$ cat src/rtl/frame_interpolator_weighted.sv
// Two-stage weighted blend of co-located last/current frame beats with valid/ready
// backpressure, per-line beat counting and start-of-frame alignment checking.
module frame_interpolator_weighted #(
    parameter int PIXELS_PER_BEAT = 4,
    parameter int CHANNELS        = 3,
    parameter int CHANNEL_WIDTH   = 8,
    parameter int WEIGHT_WIDTH    = 4,
    parameter int BEATS_PER_LINE  = 320
) (
    input  logic                                              clk,
    input  logic                                              rst,
    input  logic [WEIGHT_WIDTH:0]                             cfg_weight,
    input  logic [1:0]                                        cfg_mode,
    input  logic                                              in_valid,
    output logic                                              in_ready,
    input  logic                                              in_sof,
    input  logic [PIXELS_PER_BEAT*CHANNELS*CHANNEL_WIDTH-1:0] in_last,
    input  logic [PIXELS_PER_BEAT*CHANNELS*CHANNEL_WIDTH-1:0] in_cur,
    output logic                                              out_valid,
    input  logic                                              out_ready,
    output logic                                              out_sof,
    output logic                                              out_eol,
    output logic [PIXELS_PER_BEAT*CHANNELS*CHANNEL_WIDTH-1:0] out_data,
    output logic                                              err_sof_misalign
);
    localparam int LANES = PIXELS_PER_BEAT * CHANNELS;
    localparam int DW    = LANES * CHANNEL_WIDTH;
    localparam int WV    = WEIGHT_WIDTH + 1;
    localparam int PW    = CHANNEL_WIDTH + WEIGHT_WIDTH + 1;
    localparam int CNTW  = (BEATS_PER_LINE > 1) ? $clog2(BEATS_PER_LINE) : 1;

    localparam logic [WV-1:0]   W_FULL     = WV'(2 ** WEIGHT_WIDTH);
    localparam logic [WV-1:0]   W_HALF     = WV'(2 ** (WEIGHT_WIDTH - 1));
    localparam logic [PW-1:0]   ROUND_HALF = PW'(2 ** (WEIGHT_WIDTH - 1));
    localparam logic [CNTW-1:0] LAST_BEAT  = CNTW'(BEATS_PER_LINE - 1);

    typedef enum logic [1:0] {
        MODE_BLEND = 2'd0,
        MODE_LAST  = 2'd1,
        MODE_CUR   = 2'd2,
        MODE_AVG   = 2'd3
    } mode_e;

    function automatic logic [WV-1:0] sat_weight(input logic [WV-1:0] w);
        logic [WV-1:0] r;
        if (w > W_FULL) r = W_FULL;
        else            r = w;
        return r;
    endfunction

    function automatic logic [WV-1:0] eff_weight(input mode_e m, input logic [WV-1:0] w);
        logic [WV-1:0] r;
        case (m)
            MODE_BLEND: r = w;
            MODE_LAST:  r = WV'(0);
            MODE_CUR:   r = W_FULL;
            default:    r = W_HALF;
        endcase
        return r;
    endfunction

    logic [CNTW-1:0] count_q, count_d;
    logic [WV-1:0]   weight_q;
    mode_e           mode_q;
    logic            err_q;

    logic            s1_valid_q, s1_sof_q, s1_eol_q;
    logic [PW-1:0]   s1_pl_q [LANES];
    logic [PW-1:0]   s1_pc_q [LANES];
    logic [PW-1:0]   s1_pl_d [LANES];
    logic [PW-1:0]   s1_pc_d [LANES];

    logic            out_valid_q, out_sof_q, out_eol_q;
    logic [DW-1:0]   out_data_q, out_data_d;
    logic [PW-1:0]   sum_s [LANES];

    logic            in_fire_s, s1_adv_s, s2_adv_s, eol_s;
    mode_e           sel_mode_s;
    logic [WV-1:0]   sel_weight_s, we_s, wl_s;
    logic [CNTW-1:0] beat_idx_s;

    // Handshake: a stage loads when empty or when its successor moves on.
    always_comb begin
        s2_adv_s  = !out_valid_q || out_ready;
        s1_adv_s  = !s1_valid_q || s2_adv_s;
        in_ready  = !rst && s1_adv_s;
        in_fire_s = in_valid && in_ready;
    end

    // An sof beat uses the incoming configuration directly and restarts the line.
    always_comb begin
        if (in_sof) begin
            sel_mode_s   = mode_e'(cfg_mode);
            sel_weight_s = sat_weight(cfg_weight);
            beat_idx_s   = CNTW'(0);
        end else begin
            sel_mode_s   = mode_q;
            sel_weight_s = weight_q;
            beat_idx_s   = count_q;
        end
        we_s  = eff_weight(sel_mode_s, sel_weight_s);
        wl_s  = W_FULL - we_s;
        eol_s = (beat_idx_s == LAST_BEAT);
        if (eol_s) count_d = CNTW'(0);
        else       count_d = beat_idx_s + CNTW'(1);
    end

    // Stage-1 datapath: both weighted products per channel at full width.
    always_comb begin
        for (int i = 0; i < LANES; i++) begin
            s1_pl_d[i] = PW'(in_last[i*CHANNEL_WIDTH +: CHANNEL_WIDTH]) * PW'(wl_s);
            s1_pc_d[i] = PW'(in_cur[i*CHANNEL_WIDTH +: CHANNEL_WIDTH]) * PW'(we_s);
        end
    end

    // Stage-2 datapath: sum, half-up rounding, then drop the fractional bits.
    always_comb begin
        out_data_d = {DW{1'b0}};
        for (int i = 0; i < LANES; i++) begin
            sum_s[i] = s1_pl_q[i] + s1_pc_q[i] + ROUND_HALF;
            out_data_d[i*CHANNEL_WIDTH +: CHANNEL_WIDTH] = sum_s[i][WEIGHT_WIDTH +: CHANNEL_WIDTH];
        end
    end

    // Line counter, latched frame configuration and sticky misalignment flag.
    always_ff @(posedge clk) begin
        if (rst) begin
            count_q  <= CNTW'(0);
            weight_q <= W_HALF;
            mode_q   <= MODE_AVG;
            err_q    <= 1'b0;
        end else if (in_fire_s) begin
            count_q <= count_d;
            if (in_sof) begin
                weight_q <= sel_weight_s;
                mode_q   <= sel_mode_s;
                if (count_q != CNTW'(0)) err_q <= 1'b1;
            end
        end
    end

    // Stage-1 registers: products plus frame/line tags.
    always_ff @(posedge clk) begin
        if (rst) begin
            s1_valid_q <= 1'b0;
            s1_sof_q   <= 1'b0;
            s1_eol_q   <= 1'b0;
            for (int i = 0; i < LANES; i++) begin
                s1_pl_q[i] <= PW'(0);
                s1_pc_q[i] <= PW'(0);
            end
        end else if (s1_adv_s) begin
            s1_valid_q <= in_fire_s;
            if (in_fire_s) begin
                s1_sof_q <= in_sof;
                s1_eol_q <= eol_s;
                for (int i = 0; i < LANES; i++) begin
                    s1_pl_q[i] <= s1_pl_d[i];
                    s1_pc_q[i] <= s1_pc_d[i];
                end
            end
        end
    end

    // Stage-2 output registers; they hold while the consumer stalls.
    always_ff @(posedge clk) begin
        if (rst) begin
            out_valid_q <= 1'b0;
            out_sof_q   <= 1'b0;
            out_eol_q   <= 1'b0;
            out_data_q  <= {DW{1'b0}};
        end else if (s2_adv_s) begin
            out_valid_q <= s1_valid_q;
            out_sof_q   <= s1_valid_q && s1_sof_q;
            out_eol_q   <= s1_valid_q && s1_eol_q;
            if (s1_valid_q) out_data_q <= out_data_d;
        end
    end

    assign out_valid        = out_valid_q;
    assign out_sof          = out_sof_q;
    assign out_eol          = out_eol_q;
    assign out_data         = out_data_q;
    assign err_sof_misalign = err_q;

endmodule

$ cat config.mk
export PLATFORM = sky130hd
export DESIGN_NAME = frame_interpolator_weighted
export DESIGN_NICKNAME = d
export VERILOG_FILES = /design/src/rtl/frame_interpolator_weighted.sv
export SDC_FILE = /design/constraint.sdc
export NUM_CORES = 2
export LEC_CHECK = 0
export ABC_AREA = 1
export ABC_CLOCK_PERIOD_IN_PS = 9350
export BUFFER_PORTS_ARGS = -buffer_cell sky130_fd_sc_hd__buf_2
export CORE_MARGIN = 5
export CORE_UTILIZATION = 55
export CTS_CLUSTER_DIAMETER = 60
export DETAILED_ROUTE_END_ITERATION = 12
export GPL_ROUTABILITY_DRIVEN = 0
export HOLD_SLACK_MARGIN = 0.15
export PLACE_DENSITY = 0.73
export SYNTH_ARGS = -nofsm -noshare
export SYNTH_HDL_FRONTEND = slang
export SYNTH_SLANG_ARGS = --single-unit
$ cat constraint.sdc
create_clock -name clk -period 9.35 [get_ports clk]
set_input_delay 0.4675 -clock clk [delete_from_list [all_inputs] [get_ports clk]]
set_output_delay 0.4675 -clock clk [all_outputs]
set_load 0.02 [all_outputs]
==> report_table.html <==
<table>
<tr><th>Metric</th><th>Value</th></tr>
<tr><th colspan="2">Critical path</th></tr>
<tr><td>Cell depth of the worst setup path</td><td>29</td></tr>
<tr><td>Data required time of the worst path</td><td>9.75 ns</td></tr>
<tr><td>Critical Path AT</td><td>7.22 ns</td></tr>
<tr><td>Cell with the biggest individual delay on the critical path</td><td>fa_1</td></tr>
<tr><td>CP top delay family</td><td>adder cells</td></tr>
<tr><td>Crit path kind</td><td>primary input to flip-flop</td></tr>
<tr><td>Count of buffering cells on the critical path with inverters included</td><td>10</td></tr>
<tr><td>Critical path's largest stage delay</td><td>0.57 ns</td></tr>
<tr><td>Critical Path End Type</td><td>flip-flop</td></tr>
<tr><td>Number of cell instances on the worst register-to-register path</td><td>29</td></tr>
<tr><td>CP most frequent cell</td><td>inv_1</td></tr>
<tr><td>Maximum fanout count along the critical path</td><td>50</td></tr>
<tr><td>Kind of start point of the critical path</td><td>primary input</td></tr>
<tr><th colspan="2">Die</th></tr>
<tr><td>I/O pin total</td><td>305</td></tr>
<tr><td>Die Outline Area</td><td>96,900 µm²</td></tr>
<tr><td>Number of rows in the core area</td><td>110</td></tr>
<tr><td>Core region area</td><td>90,000 µm²</td></tr>
<tr><td>Starting density of the core</td><td>55.5%</td></tr>
<tr><td>Die W</td><td>311 µm</td></tr>
<tr><td>Vert. Die Dim</td><td>311 µm</td></tr>
<tr><th colspan="2">Logic synthesis</th></tr>
<tr><td>Number of warning messages in the yosys log</td><td>0</td></tr>
<tr><td>Syn nets</td><td>7,834</td></tr>
<tr><td>Post-Syn Area</td><td>49,900 µm²</td></tr>
<tr><td>Cells taking the most area after synthesis</td><td>ha_1 18%, edfxtp_1 17%, fa_1 16%</td></tr>
<tr><td>Count of state elements after synthesis</td><td>407</td></tr>
<tr><td>Biggest area consumer among synthesized cells</td><td>ha_1</td></tr>
<tr><td>Distinct cells, synth</td><td>49</td></tr>
<tr><td>Portion of the post-synthesis area used by sequential elements</td><td>22.1%</td></tr>
<tr><td>Post-Syn Instances</td><td>6,510</td></tr>
<tr><td>Area share of the largest cell type after synthesis</td><td>17.8%</td></tr>
<tr><td>Mean area per synthesized cell</td><td>7.67 µm²</td></tr>
<tr><th colspan="2">Final layout</th></tr>
<tr><td>Final Net Count</td><td>8,063</td></tr>
<tr><td>Filler Cells Inserted</td><td>8,216</td></tr>
<tr><td>Most common library cell in the layout ignoring fill and taps</td><td>inv_1</td></tr>
<tr><td>Fin cells</td><td>8,000</td></tr>
<tr><td>Most frequent cells in the layout</td><td>1,340 x inv_1, 1,170 x nand2_1, 784 x nor2_1</td></tr>
<tr><td>Area growth syn-to-layout</td><td>9.30%</td></tr>
<tr><td>Area of the multi-input gates</td><td>33,100 µm²</td></tr>
<tr><td>FF/Latch Area</td><td>11,000 µm²</td></tr>
<tr><td>Layout cells sized above 1</td><td>7.09%</td></tr>
<tr><th colspan="2">Min path</th></tr>
<tr><td>Worst hold path cell count</td><td>3</td></tr>
<tr><td>Classification of the worst-slack hold path</td><td>primary input to flip-flop</td></tr>
<tr><th colspan="2">Detailed routing</th></tr>
<tr><td>DRC errors left</td><td>0</td></tr>
<tr><td>Drt first pass iters</td><td>7</td></tr>
<tr><td>Routed wirelength normalized by instance count</td><td>16.8 µm</td></tr>
<tr><td>Count of antenna-violating nets left after detailed routing</td><td>0</td></tr>
<tr><td>Total number of vias</td><td>43,200</td></tr>
<tr><td>Vias/cell</td><td>5.40</td></tr>
<tr><td>Drt first-iter violations</td><td>2,873</td></tr>
<tr><td>Total wire length after detailed routing</td><td>134,000 µm</td></tr>
<tr><th colspan="2">CTS</th></tr>
<tr><td>CTS max path bufs</td><td>3</td></tr>
<tr><td>Sink Count</td><td>407</td></tr>
<tr><td>Root Driver</td><td>clkbuf_16</td></tr>
<tr><td>Source-to-sink clock delay at the later pin of the worst-skew pair</td><td>0.66 ns</td></tr>
<tr><td>Count of buffers added by post-CTS timing repair for setup</td><td>0</td></tr>
<tr><td>Post-cts resize count</td><td>0</td></tr>
<tr><td>H-Tree Depth</td><td>2</td></tr>
<tr><td>TritonCTS clock tree</td><td>done</td></tr>
<tr><td>Total CTS buffers</td><td>57</td></tr>
<tr><td>CTS clock-pin slew for the worst setup and hold paths</td><td>0.06 ns</td></tr>
<tr><th colspan="2">Global route</th></tr>
<tr><td>Global routing usage summed across all routing layers</td><td>27.4%</td></tr>
<tr><td>Initial antenna violation count</td><td>37</td></tr>
<tr><td>Grt total ovfl</td><td>0</td></tr>
<tr><td>Global-route wire length before repair</td><td>218,000 µm</td></tr>
<tr><td>Via count of the first global-routing pass</td><td>43,000</td></tr>
<tr><td>Largest net degree at the start of global routing</td><td>131</td></tr>
<tr><th colspan="2">STA</th></tr>
<tr><td>Clk_skew</td><td>0.0248 ns</td></tr>
<tr><td>Number of pins with negative max-slew slack in the final report</td><td>0</td></tr>
<tr><td>RSZ-0062 raised after global routing</td><td>false</td></tr>
<tr><td>Timing-limited maximum frequency</td><td>147 MHz</td></tr>
<tr><td>Endpoints failing setup</td><td>0</td></tr>
<tr><td>Share of the clock period used by the worst path after layout</td><td>73.0%</td></tr>
<tr><td>Final worst path period need</td><td>6.82 ns</td></tr>
<tr><td>Sum Neg Setup Slack</td><td>0 ns</td></tr>
<tr><td>Pin slew with the least headroom to its limit</td><td>1.10 ns</td></tr>
<tr><td>Final number of hold-violating endpoints</td><td>0</td></tr>
<tr><td>Max-slew headroom</td><td>26.9%</td></tr>
<tr><th colspan="2">Placement</th></tr>
<tr><td>DP Cell Count</td><td>7,850</td></tr>
<tr><td>Number of port buffers</td><td>304</td></tr>
<tr><td>Post-DP HPWL</td><td>102,000 µm</td></tr>
<tr><th colspan="2">Pwr</th></tr>
<tr><td>Power density over the cells</td><td>135 nW/µm²</td></tr>
<tr><td>Leakage power figure</td><td>30.0 nW</td></tr>
<tr><td>Largest voltage drop on the vdd net</td><td>0.150 mV</td></tr>
<tr><td>Total power consumption of the routed design</td><td>7.35 mW</td></tr>
<tr><th colspan="2">Flow run</th></tr>
<tr><td>Max-cap violations</td><td>0</td></tr>
<tr><th colspan="2">Run status</th></tr>
<tr><td>Result of the run</td><td>completed</td></tr>
</table>
[stage by stage]
stage | hold slack (ns) | utilization (%) | setup WS (ns) | instance area (µm²)
2_1_floorplan | 0.440 | - | 1.20 | 49900
3_3_place_gp | 0.440 | 58.3 | 2.30 | 52500
3_5_place_dp | 0.449 | 58.3 | 2.08 | 52500
4_1_cts | 0.163 | 60.5 | 2.52 | 54500
5_1_grt | 0.232 | 60.6 | 1.99 | 54500
6_report | 0.216 | 60.6 | 2.53 | 54600
[per-layer routing]
metal / track usage, % / vias up / routed length [µm]
li1: - / 21200 / -
met1: 34.6 / 20500 / 56200
met2: 47.1 / 1259 / 63600
met3: 5.51 / 243 / 10100
met4: 9.00 / 18 / 4370
met5: 0 / - / 125
[report_power, final]
part	switching [mW]	internal (mW)	total, mW
clock	0.942	1.31	2.25
combinational	1.89	0.996	2.89
sequential	0.0843	2.12	2.21
total	2.92	4.43	7.35
[synthesized netlist by cell type (all sizes together)]
master	count
nand3b	4
o2111ai	5
buf	99
inv	1351
a211oi	7
nand4	35
a21boi	1
nor4	6
edfxtp	288
nand3	340
a221oi	6
nor3b	2
ha	712
o31a	12
o21a	21
o32ai	1
xor2	83
o31ai	7
a21o	20
or2	11
o41ai	1
dfxtp	119
nor2	791
nand2	1180
o211ai	46
clkbuf	69
o311ai	2
nor3	91
a31oi	24
o21bai	41
fa	408
a21oi	422
o22ai	2
o21ai	265
xnor2	38
[cells by family (layout without fill, tap and decap cells)]
kind of cell / Yosys count / count (layout) / synth area share (%)
and+or+nand+nor: 2460 / 2460 / 20.0
buffers and inverters: 1519 / 1797 / 11.7
adders and majority gates: 1120 / 1120 / 34.2
AOI/OAI and AO/OA: 883 / 883 / 9.86
DFF: 407 / 407 / 22.1
xor gates and xnor gates: 121 / 121 / 2.12
other: 0 / 36 / 0
[flip-flops by register name (all words and copies together), names as in the netlist, 2 cells and up]
register and flops:
out_data 96, s1_pc_q 144, mode_q 2, count_q 9, weight_q 5, s1_pl_q 144
[layout make-up]
cell class	instances	area share [%]
Multi-Input combinational cell	4584	60.7
Sequential cell	407	20.2
Inverter	1351	9.31
Timing Repair Buffer	338	3.31
Clock buffer	63	2.77
Tap cell	1176	2.70
Clock inverter	45	0.860
Antenna cell	36	0.165
[worst min-delay path, delay by kind of cell]
kind	cells	cell delay, ns
AO/OA/AOI/OAI	1	0.12
AND/OR/NAND/NOR	1	0.13
buffers and inverters	1	0.09
[timing repair]
item / CTS / global route
hold buffers: 6 / 0
endpoints found under the setup margin: 0 / 0
endpoints found under the hold margin: 8 / 0
[final timing paths]
kind                    start               end  slack (ns)
max               cfg_mode[1]    s1_pl_q[1][36]        2.53
min             cfg_weight[3]       weight_q[3]        0.22
max reg2reg         mode_q[1]    s1_pl_q[1][36]        2.70
min reg2reg  err_sof_misalign  err_sof_misalign        0.46
Note: power is estimated with default switching activity, not from simulation.
